`config.mk`:
```
export PLATFORM = sky130hd
export DESIGN_NAME = obstacle_field
export DESIGN_NICKNAME = d
export VERILOG_FILES = /design/src/rtl/obstacle_field.sv
export SDC_FILE = /design/constraint.sdc
export NUM_CORES = 1
export LEC_CHECK = 0
export BUFFER_PORTS_ARGS = -buffer_cell sky130_fd_sc_hd__buf_2
export CAP_MARGIN = 20
export CORE_MARGIN = 2
export CORE_UTILIZATION = 58
export DETAILED_ROUTE_END_ITERATION = 12
export GPL_TIMING_DRIVEN = 0
export HOLD_SLACK_MARGIN = 0.05
export MAX_ROUTING_LAYER = met4
export PLACE_DENSITY = 0.95
export SLEW_MARGIN = 20
export SYNTH_ARGS = -nofsm -noshare
export SYNTH_HDL_FRONTEND = slang
export SYNTH_SLANG_ARGS = --single-unit
```
`constraint.sdc`:
```
create_clock -name clk -period 5.1 [get_ports clk]
set_input_delay 0.51 -clock clk [delete_from_list [all_inputs] [get_ports clk]]
set_output_delay 0.51 -clock clk [all_outputs]
set_load 0.01 [all_outputs]
```
`src/rtl/obstacle_field.sv`:
```
// obstacle_field: falling-obstacle game engine.
//   A field of 16 green rows scrolls downward (g1 = top) every SHIFT_PERIOD
//   clocks. Every other shift inserts an obstacle row with a 3-bit gap at a
//   position picked by an LFSR; the rows in between are empty. The player is
//   a one-hot marker displayed on the same row as g4, and the game ends when
//   the marker overlaps a set bit of g4.
// Ports:
//   clk        system clock, rising edge
//   RST_n      asynchronous active-low reset
//   start      start/restart request (level)
//   left/right move the player toward bit 15 / bit 0 on a rising edge
//   g1..g16    registered green rows, top to bottom
//   row16      registered one-hot player marker
//   collision  high while the game is over
//   score      completed shifts since start, saturating at 255
//
// state  | meaning
// S_IDLE | waiting for start; field cleared, score from last game shown
// S_RUN  | field scrolling, player moves accepted, overlap checked
// S_OVER | everything frozen, collision flag held
module obstacle_field #(
  parameter int unsigned SHIFT_PERIOD = 25_000_000,
  parameter logic [15:0] LFSR_SEED    = 16'hACE1
) (
  input  logic        clk,
  input  logic        RST_n,
  input  logic        start,
  input  logic        left,
  input  logic        right,
  output logic [15:0] g1,
  output logic [15:0] g2,
  output logic [15:0] g3,
  output logic [15:0] g4,
  output logic [15:0] g5,
  output logic [15:0] g6,
  output logic [15:0] g7,
  output logic [15:0] g8,
  output logic [15:0] g9,
  output logic [15:0] g10,
  output logic [15:0] g11,
  output logic [15:0] g12,
  output logic [15:0] g13,
  output logic [15:0] g14,
  output logic [15:0] g15,
  output logic [15:0] g16,
  output logic [15:0] row16,
  output logic        collision,
  output logic [7:0]  score
);

  localparam int unsigned TW = (SHIFT_PERIOD > 1) ? $clog2(SHIFT_PERIOD) : 1;
  localparam logic [TW-1:0] TICK_LAST = TW'(SHIFT_PERIOD - 1);
  localparam logic [15:0] PLAYER_HOME = 16'h0080;

  typedef enum logic [1:0] {S_IDLE, S_RUN, S_OVER} state_e;

  state_e        state_q, state_d;
  logic [15:0]   rows_q [16];
  logic [15:0]   rows_d [16];
  logic [15:0]   row16_q, row16_d;
  logic          coll_q, coll_d;
  logic [7:0]    score_q, score_d;
  logic [TW-1:0] tick_q, tick_d;
  logic          par_q, par_d;
  logic [15:0]   lfsr_q, lfsr_d;
  logic          left_q, right_q;

  logic        left_rise, right_rise;
  logic        hit;
  logic        shift_evt;
  logic [3:0]  gap_pos;
  logic [15:0] new_row;
  logic        lfsr_fb;

  assign left_rise  = left & ~left_q;
  assign right_rise = right & ~right_q;
  assign hit        = |(row16_q & rows_q[3]);
  assign shift_evt  = (tick_q == TICK_LAST);
  // Gap occupies bits gap_pos..gap_pos+2, so it must stop at 13 to stay on the field.
  assign gap_pos    = (lfsr_q[3:0] > 4'd13) ? 4'd13 : lfsr_q[3:0];
  assign new_row    = par_q ? ~(16'h0007 << gap_pos) : 16'h0000;
  // Fibonacci taps 16,14,13,11 map to bits 15,13,12,10.
  assign lfsr_fb    = lfsr_q[15] ^ lfsr_q[13] ^ lfsr_q[12] ^ lfsr_q[10];

  always_comb begin
    state_d = state_q;
    rows_d  = rows_q;
    row16_d = row16_q;
    coll_d  = coll_q;
    score_d = score_q;
    tick_d  = tick_q;
    par_d   = par_q;
    lfsr_d  = lfsr_q;

    unique case (state_q)
      S_IDLE: begin
        if (start) begin
          state_d = S_RUN;
          rows_d  = '{default: '0};
          score_d = '0;
          tick_d  = '0;
          par_d   = 1'b0;
        end
      end
      S_RUN: begin
        // A hit freezes the field on the spot; the shift/move of that cycle is dropped.
        if (hit) begin
          state_d = S_OVER;
          coll_d  = 1'b1;
        end else begin
          if (shift_evt) begin
            tick_d    = '0;
            rows_d[0] = new_row;
            for (int i = 1; i < 16; i++) begin
              rows_d[i] = rows_q[i-1];
            end
            if (score_q != 8'hFF) begin
              score_d = score_q + 8'd1;
            end
            par_d  = ~par_q;
            lfsr_d = {lfsr_q[14:0], lfsr_fb};
          end else begin
            tick_d = tick_q + TW'(1);
          end
          if (left_rise && !right_rise && !row16_q[15]) begin
            row16_d = row16_q << 1;
          end else if (right_rise && !left_rise && !row16_q[0]) begin
            row16_d = row16_q >> 1;
          end
        end
      end
      S_OVER: begin
        if (start) begin
          state_d = S_IDLE;
          coll_d  = 1'b0;
          rows_d  = '{default: '0};
          row16_d = PLAYER_HOME;
        end
      end
      default: state_d = S_IDLE;
    endcase
  end

  always_ff @(posedge clk or negedge RST_n) begin
    if (!RST_n) begin
      state_q <= S_IDLE;
      rows_q  <= '{default: '0};
      row16_q <= PLAYER_HOME;
      coll_q  <= 1'b0;
      score_q <= '0;
      tick_q  <= '0;
      par_q   <= 1'b0;
      lfsr_q  <= LFSR_SEED;
      left_q  <= 1'b0;
      right_q <= 1'b0;
    end else begin
      state_q <= state_d;
      rows_q  <= rows_d;
      row16_q <= row16_d;
      coll_q  <= coll_d;
      score_q <= score_d;
      tick_q  <= tick_d;
      par_q   <= par_d;
      lfsr_q  <= lfsr_d;
      left_q  <= left;
      right_q <= right;
    end
  end

  assign g1        = rows_q[0];
  assign g2        = rows_q[1];
  assign g3        = rows_q[2];
  assign g4        = rows_q[3];
  assign g5        = rows_q[4];
  assign g6        = rows_q[5];
  assign g7        = rows_q[6];
  assign g8        = rows_q[7];
  assign g9        = rows_q[8];
  assign g10       = rows_q[9];
  assign g11       = rows_q[10];
  assign g12       = rows_q[11];
  assign g13       = rows_q[12];
  assign g14       = rows_q[13];
  assign g15       = rows_q[14];
  assign g16       = rows_q[15];
  assign row16     = row16_q;
  assign collision = coll_q;
  assign score     = score_q;

endmodule
```
# ---- Yosys cells after proc, flatten, opt, wreduce, memory -nomap -nowiden
# Index checks and enable logic that the tools add are counted.
dict set report op_classes {
  n_addsub 2
  order_cmp 1
  n_eq_ne 12
  shifts 1
  muxes 30
  n_bitwise 11
  reduce_logical 22
}
# cell n
set op_table {}
lappend op_table {{2-to-1 mux 256 bit} 3}
lappend op_table {{one-hot mux 256 bit (2 select lines)} 1}
lappend op_table {{2-to-1 mux 16 bit} 5}
lappend op_table {{2-to-1 mux 25 bit} 3}
lappend op_table {{one-hot mux 25 bit (2 select lines)} 1}
lappend op_table {{2-to-1 mux 8 bit} 4}
lappend op_table {{one-hot mux 16 bit (2 select lines)} 1}
lappend op_table {{adder 25 x 1 -> 25 bit, second input constant} 1}
lappend op_table {{== test 25 bit, second input constant} 1}
lappend op_table {{bitwise AND 16 bit} 1}
lappend op_table {{NOT 16 bit} 1}
lappend op_table {{one-hot mux 8 bit (2 select lines)} 1}
lappend op_table {{OR reduction 16 bit} 1}
lappend op_table {{<< shifter 3 x 4 -> 16 bit, first input constant} 1}
lappend op_table {{inequality test 2 bit, second input constant} 6}
lappend op_table {{AND reduction 3 bit} 4}
lappend op_table {{AND reduction 4 bit} 3}
lappend op_table {{adder 8 x 1 -> 8 bit, second input constant} 1}
lappend op_table {{inequality test 8 bit, second input constant} 1}
lappend op_table {{2-to-1 mux 2 bit} 3}
lappend op_table {{one-hot mux 2 bit (3 select lines)} 1}
lappend op_table {{nonzero test 2 bit} 3}
lappend op_table {{AND reduction 5 bit} 1}
lappend op_table {{greater-than comparator 4 bit, second input constant} 1}
lappend op_table {{14 further kinds} 30}
dict set report totals {
  ff_bits 327
  input_bits 5
  wordCells 104
}

# ---- Logic depth before layout (Yosys ltp)
# Gate-level depths: netlist of run 1.
dict set report logic_depth {
  depth_word 9
  mapped_depth 10
  depth_no_buf 7
}

# ---- Worst setup path after synthesis of run 1
# No wires, ideal clock.
dict set report synth_timing {
  path_kind {flip-flop to flip-flop}
  from {reg rows_q, in the netlist g4[14]}
  to {reg rows_q, in the netlist g10[0]}
  arrival_ns 2.156
  setup_slack_ns 2.823
  path_stages_with_launch 10
  path_buffers 3
  period_less_slack_ns 2.277
  path_cell_list {dfrtp_1 -> a22oi_1 -> nand2_1 -> nor4_4 -> nand3_2 -> and2_1 -> buf_2 -> buf_6 -> buf_2 -> a22o_1}
}
dict set report synth_between {
  elab_chain_cells 4
}
# item line
set synth_rtl {}
lappend synth_rtl {{start, declared} 58} ;# logic [15:0] rows_q [16];
lappend synth_rtl {{start signal, assigned} 158} ;# rows_q <= rows_d;
lappend synth_rtl {{bitwise AND 16 bit} 77} ;# assign hit = |(row16_q & rows_q[3]);
lappend synth_rtl {{OR reduction 16 bit} 77}
lappend synth_rtl {{inequality test 2 bit (no source line)} n/a}
lappend synth_rtl {{AND reduction 4 bit (no source line)} n/a}
# Every way passes these cells.
# A chain may end at the register's enable or synchronous reset.

# ---- Worst setup path in the final report of run 1
dict set report layout_timing {
  from {reg rows_q, in the netlist g4[14]}
  to {reg rows_q, in the netlist g3[14]}
}
# Same word-level chain as after synthesis.

==> flow_metrics.tcl, run 1 <==
set metrics [dict create \
    critical_path_class "register to register" \
    status "complete, no violations" \
    synthesis.yosys.warnings 0 \
    sw_frac_of_total_pct 23.7 \
    route.met2.wl_mm 18.4 \
    first_global_vias 10293 \
    number_of_flip_flops_in_the_largest_register 25 \
    pwr-share-comb_pct 6.6 \
    critical_path_cell_by_cell "a22oi_1 > nand2_1 > nor4_4 > nand3_2 > and2_1 > clkbuf_1 > clkbuf_1 > a22o_1" \
    cp_data_required_time_ns 5.48 \
    via_per_instance_ratio 6.56 \
    setup_viol_count_final 0 \
    wl_per_cell_microns 23.6 \
    drt_drc_violations_left 0 \
    post_synth_instance_area_sq_um 12700 \
    routed_wirelength_mm 38.4 \
    grt_use_total_pct 33.9 \
    critical-path-top-cell-by-count "sky130_fd_sc_hd__clkbuf_1" \
    hold_class "input port to register" \
    final.period_utilization_pct 62.5 \
    post_cts_resize_count 0 \
    worst_path_dominant_cell_family "simple AND/OR/NAND/NOR gates" \
    regMostFlops "tick_q" \
    critical_path.max_stage_delay_ns 0.57 \
    dr.pass1.iters 6 \
    cp_data_arrival_time_ns 3.56 \
    synth.yosys.seq_area_share_pct 64.6 \
    synth.largest_area_cell "sky130_fd_sc_hd__dfrtp_1" \
    synth_ff_type "sky130_fd_sc_hd__dfrtp_1" \
    slew_headroom_pct 50.0 \
    final_core_utilization_pct 72.8 \
    layout_cells_sized_above_1_pct 29.4 \
    initial_antenna_violation_count 0 \
    vias 10667 \
    tritoncts "yes" \
    dieArea_sq_um 23100 \
    cts_inserted_buffers 34 \
    cts.root.buffer_cell "sky130_fd_sc_hd__clkbuf_16" \
    dp_hpwl_mm 26.7 \
    fp-row-count 54 \
    unrepaired_setup_endpoints_after_global_routing "false" \
    grt_first_pass_wirelength_mm 60.5 \
    start_util_pct 58.7 \
    pin_count_of_the_biggest_net_entering_global_routing 110 \
    fin_skew_ns 0.0131 \
    dr.max_layer_used "met4" \
    max_cap_viol_count 0 \
    mappedNetlistNets 1004 \
    crit_slowest_cell "sky130_fd_sc_hd__nor4_4" \
    drt.antenna.violating_nets 0 \
    clock_path_buffers 3 \
    yosysMostFrequentCell "sky130_fd_sc_hd__dfrtp_1" \
    asyncSetResetFlopFracSynth_pct 100 \
    cts_htree_levels 2 \
    crit_path_start_kind "register" \
    synth_common_cells "sky130_fd_sc_hd__dfrtp_1, sky130_fd_sc_hd__a22o_1, sky130_fd_sc_hd__nand2_1" \
    yosysUniqueCellTypes 51 \
    finalCriticalPeriod_ns 3.19 \
    power_report.internal_total_mw 4.34 \
    grt.overflow.total 0 \
    synth-edff-count 0 \
    met3RoutedLength_mm 3.70 \
    power_density_nw_per_um2 361 \
    clock_latency_ns 0.50 \
    post-synth-top-area-fraction_pct 62.7 \
    holdWs_ns 0.132 \
    core_sq_um 21600 \
    max_freq_mhz 314 \
    placement.io_buffers 285 \
    reg2reg_setup_slack_ns 1.91 \
    timing.final.max_slew_violations 0 \
    postSynthCellCount 997 \
    path_buf_inv 2 \
    detailedRoute.firstIterationViolations 1133 \
    gp_routability_congestion 0.985 \
    die-width_microns 152 \
    hold_violations_final 0 \
    setup.worst_path.end_class "register" \
    synth_area_leaders "sky130_fd_sc_hd__dfrtp_1, sky130_fd_sc_hd__a22o_1, sky130_fd_sc_hd__nand2_1, sky130_fd_sc_hd__dfstp_2, sky130_fd_sc_hd__o31ai_1" \
    met1_length_mm 14.8 \
    floorplan.io_pins 286 \
    syn-mean-instance-area_sq_um 12.7 \
    clkTransAtPathRegs_ns 0.06 \
    antenna_diode_count 0 \
    p_sw_mw 1.34 \
    cts.sink_count 327 \
    fp.dieH_microns 152 \
    num-fill-cells 1402 \
    power.sequential.fraction_pct 47.9 \
    max_slew.worst_pin.slew_ns 0.746 \
    p_leak_nw 8.46 \
    fin_nets 1329 \
    synth.ff_latch_count 327 \
    syn_to_final_growth_pct 24.1 \
    max-vdd-ir-drop_mv 0.243 \
    share_clk_of_total_power_pct 45.5 \
    path_max_fanout 10 \
]
==> per-stage QoR <==
| step | cells | cell area [sq um] | total power [mW] | TNS (ns) | setup slack [ns] |
|---|---|---|---|---|---|
| after floorplan | 997 | 12700 | 2.94 | 0 | 2.82 |
| after global placement | 1562 | 14500 | 3.09 | -683.78 | -2.18 |
| after detailed placement | 1565 | 14600 | 3.12 | 0 | 2.05 |
| after CTS | 1625 | 15700 | 5.69 | 0 | 2.02 |
| after global routing | 1625 | 15700 | 5.86 | 0 | 1.72 |
| final | 1625 | 15700 | 5.68 | 0 | 1.91 |
==> cells by family after synthesis <==
family	synth area share (%)
muxes	1.37
xor gates and xnor gates	0.483
adders and majority gates	0.197
buffers and inverters	2.97
AOI/OAI and AO/OA	22.5
DFF	64.6
and+or+nand+nor	7.85
==> path summary, 6_finish.rpt <==
check | from | endpoint | depth (start not counted)
worst min-delay path | left | left_q | 1
min in group asynchronous | RST_n | g11[0] | 2
worst min register to register | lfsr_q[6] | lfsr_q[6] | 2
worst max-delay path | g4[14] | g3[14] | 8
max in group asynchronous | RST_n | g1[0] | 4
worst max register to register | g4[14] | g3[14] | 8
==> placed cells by master (no fill, tap or decap), types with 3 or more instances in the layout <==
master	instances
sky130_fd_sc_hd__a22oi_1	9
sky130_fd_sc_hd__a31oi_1	6
sky130_fd_sc_hd__a22o_1	247
sky130_fd_sc_hd__clkinvlp_4	3
sky130_fd_sc_hd__or4_1	3
sky130_fd_sc_hd__nand2b_1	11
sky130_fd_sc_hd__nor3_1	6
sky130_fd_sc_hd__xnor2_1	4
sky130_fd_sc_hd__o22ai_1	3
sky130_fd_sc_hd__a21oi_1	7
sky130_fd_sc_hd__o21ai_0	34
sky130_fd_sc_hd__buf_16	3
sky130_fd_sc_hd__nor2b_1	9
sky130_fd_sc_hd__dfrtp_1	318
sky130_fd_sc_hd__nand2_1	95
sky130_fd_sc_hd__o2bb2ai_1	7
sky130_fd_sc_hd__inv_1	5
sky130_fd_sc_hd__nor4_1	3
sky130_fd_sc_hd__buf_1	6
sky130_fd_sc_hd__and2_1	3
sky130_fd_sc_hd__clkbuf_1	42
sky130_fd_sc_hd__clkbuf_16	37
sky130_fd_sc_hd__nand4_1	5
sky130_fd_sc_hd__xor2_1	3
sky130_fd_sc_hd__nor2_1	27
sky130_fd_sc_hd__clkbuf_8	3
sky130_fd_sc_hd__bufinv_16	4
sky130_fd_sc_hd__o31ai_1	30
sky130_fd_sc_hd__buf_2	320
sky130_fd_sc_hd__dfstp_2	9
sky130_fd_sc_hd__mux2i_1	14
sky130_fd_sc_hd__and3_1	11
sky130_fd_sc_hd__o21ai_1	3
sky130_fd_sc_hd__nand3_1	20
==> power groups by stage <==
stage	sequential (mW)	combinational, mW	clock, mW
2_1_floorplan	2.76	0.187	0
3_3_place_gp	2.76	0.337	0
3_5_place_dp	2.76	0.365	0
4_1_cts	2.72	0.373	2.60
5_1_grt	2.72	0.415	2.72
6_report	2.72	0.378	2.58
==> what timing repair did <==
action | 4_1_cts | 5_1_grt
hold buffers | 1 | 0
setup buffers | 0 | 0
hold endpoints to repair | 11 | 0
==> metal layers <==
layer | global-route usage [%] | vias up
met2 | 52.5 | 773
met3 | 7.16 | 123
li1 | - | 4413
met4 | 12.0 | 0
met5 | - | -
met1 | 45.0 | 5358
==> area by class of cell <==
class | count | area (sq um) | area share [%]
Sequential cell | 327 | 8190 | 52.1
Multi-Input combinational cell | 586 | 4120 | 26.2
Timing Repair Buffer | 289 | 1530 | 9.71
Clock buffer | 48 | 997 | 6.33
Buffer | 79 | 358 | 2.27
Tap cell | 280 | 350 | 2.23
Clock inverter | 11 | 174 | 1.10
Inverter | 5 | 18.8 | 0.119
(Power assumes the default switching activity.)
==> run 2, diff against run 1 <==
--- a/config.mk
+++ b/config.mk
@@ -8,12 +8,12 @@
 export BUFFER_PORTS_ARGS = -buffer_cell sky130_fd_sc_hd__buf_2
 export CAP_MARGIN = 20
 export CORE_MARGIN = 2
-export CORE_UTILIZATION = 58
+export CORE_UTILIZATION = 54
 export DETAILED_ROUTE_END_ITERATION = 12
 export GPL_TIMING_DRIVEN = 0
 export HOLD_SLACK_MARGIN = 0.05
 export MAX_ROUTING_LAYER = met4
-export PLACE_DENSITY = 0.95
+export PLACE_DENSITY = 0.9
 export SLEW_MARGIN = 20
 export SYNTH_ARGS = -nofsm -noshare
 export SYNTH_HDL_FRONTEND = slang
==> constraint.sdc (replaced) <==
create_clock -name clk -period 3.33 [get_ports clk]
set_input_delay 0.333 -clock clk [delete_from_list [all_inputs] [get_ports clk]]
set_output_delay 0.333 -clock clk [all_outputs]
set_load 0.01 [all_outputs]
==> flow_metrics.tcl, run 2 (same netlist as run 1, synthesis figures left out) <==
set metrics [dict create \
    drt_drc_violations_left 0 \
    fp-row-count 56 \
    dpl_worst_slack_ns 0.286 \
    via_per_instance_ratio 6.21 \
    detailedRoute.firstIterationViolations 945 \
    cts.sink_count 327 \
    clock_latency_ns 0.51 \
    grt.overflow.total 0 \
    timing.final.max_slew_violations 0 \
    tritoncts "yes" \
    grt_use_total_pct 31.1 \
    fp.dieH_microns 157 \
    cts_htree_levels 2 \
    pin_count_of_the_biggest_net_entering_global_routing 77 \
    setup_viol_count_final 0 \
    finalPower_mw 8.45 \
    max-vdd-ir-drop_mv 0.365 \
    num-fill-cells 1674 \
    routed_wirelength_mm 37.7 \
    dr.pass1.iters 5 \
    wl_per_cell_microns 22.6 \
    vias 10340 \
    layout.cells.most_common "sky130_fd_sc_hd__buf_2" \
    cp_data_arrival_time_ns 3.49 \
    slew_headroom_pct 53.0 \
    post_cts_resize_count 0 \
    gp_routability_congestion 0.961 \
    setup.worst_path.end_class "register" \
    cts_inserted_buffers 34 \
    clock_path_buffers 3 \
    placed_cells_incl_taps 1605 \
    fin_skew_ns 0.0180 \
    mostFrequentLayoutCells "sky130_fd_sc_hd__buf_2, sky130_fd_sc_hd__dfrtp_1, sky130_fd_sc_hd__a22o_1, sky130_fd_sc_hd__nand2_1, sky130_fd_sc_hd__clkbuf_1" \
    unrepaired_setup_endpoints_after_global_routing "false" \
    path_max_fanout 10 \
    antenna_diode_count 0 \
    post_cts_setup_buffer_count 0 \
    first_global_vias 9786 \
    core_sq_um 23300 \
    die-width_microns 157 \
    layout_cells_sized_above_1_pct 29.4 \
    critical_path_class "register to register" \
    status "complete, no violations" \
    syn_to_final_growth_pct 24.2 \
    max_slew.worst_pin.slew_ns 0.701 \
    hold_class "input port to register" \
    max_cap_viol_count 0 \
    number_of_flip_flops_in_the_largest_register 25 \
    hold_violations_final 0 \
    fin_nets 1332 \
    initial_antenna_violation_count 0 \
    p_leak_nw 8.46 \
    cts.root.buffer_cell "sky130_fd_sc_hd__clkbuf_16" \
    power_density_nw_per_um2 536 \
    holdWs_ns 0.0850 \
    drt.antenna.violating_nets 0 \
    cp_data_required_time_ns 3.71 \
    dp_hpwl_mm 27.0 \
    finalCriticalPeriod_ns 3.11 \
    regMostFlops "tick_q" \
    layoutNonFillerInstCount 1666 \
    final_core_utilization_pct 67.7 \
    grt_first_pass_wirelength_mm 57.7 \
    crit_path_start_kind "register" \
    dieArea_sq_um 24700 \
    placement.io_buffers 285 \
    floorplan.io_pins 286 \
    postLayoutSetupSlackWorst_ns 0.218 \
    clkTransAtPathRegs_ns 0.06 \
    final.period_utilization_pct 93.5 \
    start_util_pct 54.5 \
    max_freq_mhz 321 \
]
## run 2: cell count changes in the layout (fill, tap and decap cells not counted)
cell,before,now
sky130_fd_sc_hd__clkbuf_1,42,41
sky130_fd_sc_hd__inv_6,1,2
sky130_fd_sc_hd__dlygate4sd3_1,1,3
sky130_fd_sc_hd__clkbuf_8,3,5
sky130_fd_sc_hd__buf_16,3,4
sky130_fd_sc_hd__clkbuf_16,37,35
sky130_fd_sc_hd__clkinv_4,2,1
sky130_fd_sc_hd__bufinv_16,4,2
sky130_fd_sc_hd__clkinv_2,1,5
sky130_fd_sc_hd__clkinvlp_4,3,1
## run 2: path summary, 6_finish.rpt
path                                    to      start  slack (ns)  cells after the start
worst max-delay path                g3[13]      g4[6]        0.22                      8
worst min-delay path            state_q[1]      start        0.09                      2
worst max register to register      g3[13]      g4[6]        0.22                      8
worst min register to register   lfsr_q[5]  lfsr_q[5]        0.46                      2
max in group asynchronous         row16[7]      RST_n        1.25                      6
min in group asynchronous           g10[0]      RST_n        0.32                      2
## run 2: worst max-delay path, stage by stage, from the launching register on
cell	delay (ns)
sky130_fd_sc_hd__dfrtp_1	0.47
sky130_fd_sc_hd__a22oi_1	0.24
sky130_fd_sc_hd__nand2_1	0.14
sky130_fd_sc_hd__nor4_4	0.55
sky130_fd_sc_hd__nand3_2	0.31
sky130_fd_sc_hd__and2_1	0.27
sky130_fd_sc_hd__clkbuf_1	0.32
sky130_fd_sc_hd__clkbuf_1	0.41
sky130_fd_sc_hd__a22o_1	0.28
## run 2: routing by layer
layer  GRT usage, %  vias to the layer above  part of all wire, %
li1               -                     4422                    -
met1           40.8                     5136                   40
met2           47.3                      657                   46
met3           6.47                      125                  9.4
met4           13.7                        0                  4.5
met5              -                        -                    0
## run 2: through the flow
step	setup TNS, ns	instance area, sq um
6_report	0	15800
5_1_grt	0	15800
4_1_cts	0	15800
2_1_floorplan	0	12700
3_3_place_gp	-1222.64	14500
3_5_place_dp	0	14600
## run 2: cell type report
type / count / area (sq um) / share of cell area (%)
tap: 319 / 399 / 2.53
buffer: 79 / 358 / 2.27
inverter: 5 / 18.8 / 0.119
clock buffer: 47 / 971 / 6.16
sequential: 327 / 8190 / 52.0
timing repair buffer: 292 / 1580 / 10.0
clock inverter: 11 / 119 / 0.754
multi-input combinational: 586 / 4120 / 26.2
## run 2: repair_timing
action,4_1_cts,5_1_grt
hold buffers,3,0
endpoints found under the hold margin,47,0
setup endpoints to repair,0,0
## run 2: report_power, final
group | leakage (nW) | internal (mW) | total [mW] | switching, mW
clock network | 0.537 | 2.20 | 3.72 | 1.52
registers | 4.51 | 4.06 | 4.16 | 0.104
logic | 3.42 | 0.175 | 0.567 | 0.392
total | 8.46 | 6.43 | 8.45 | 2.02
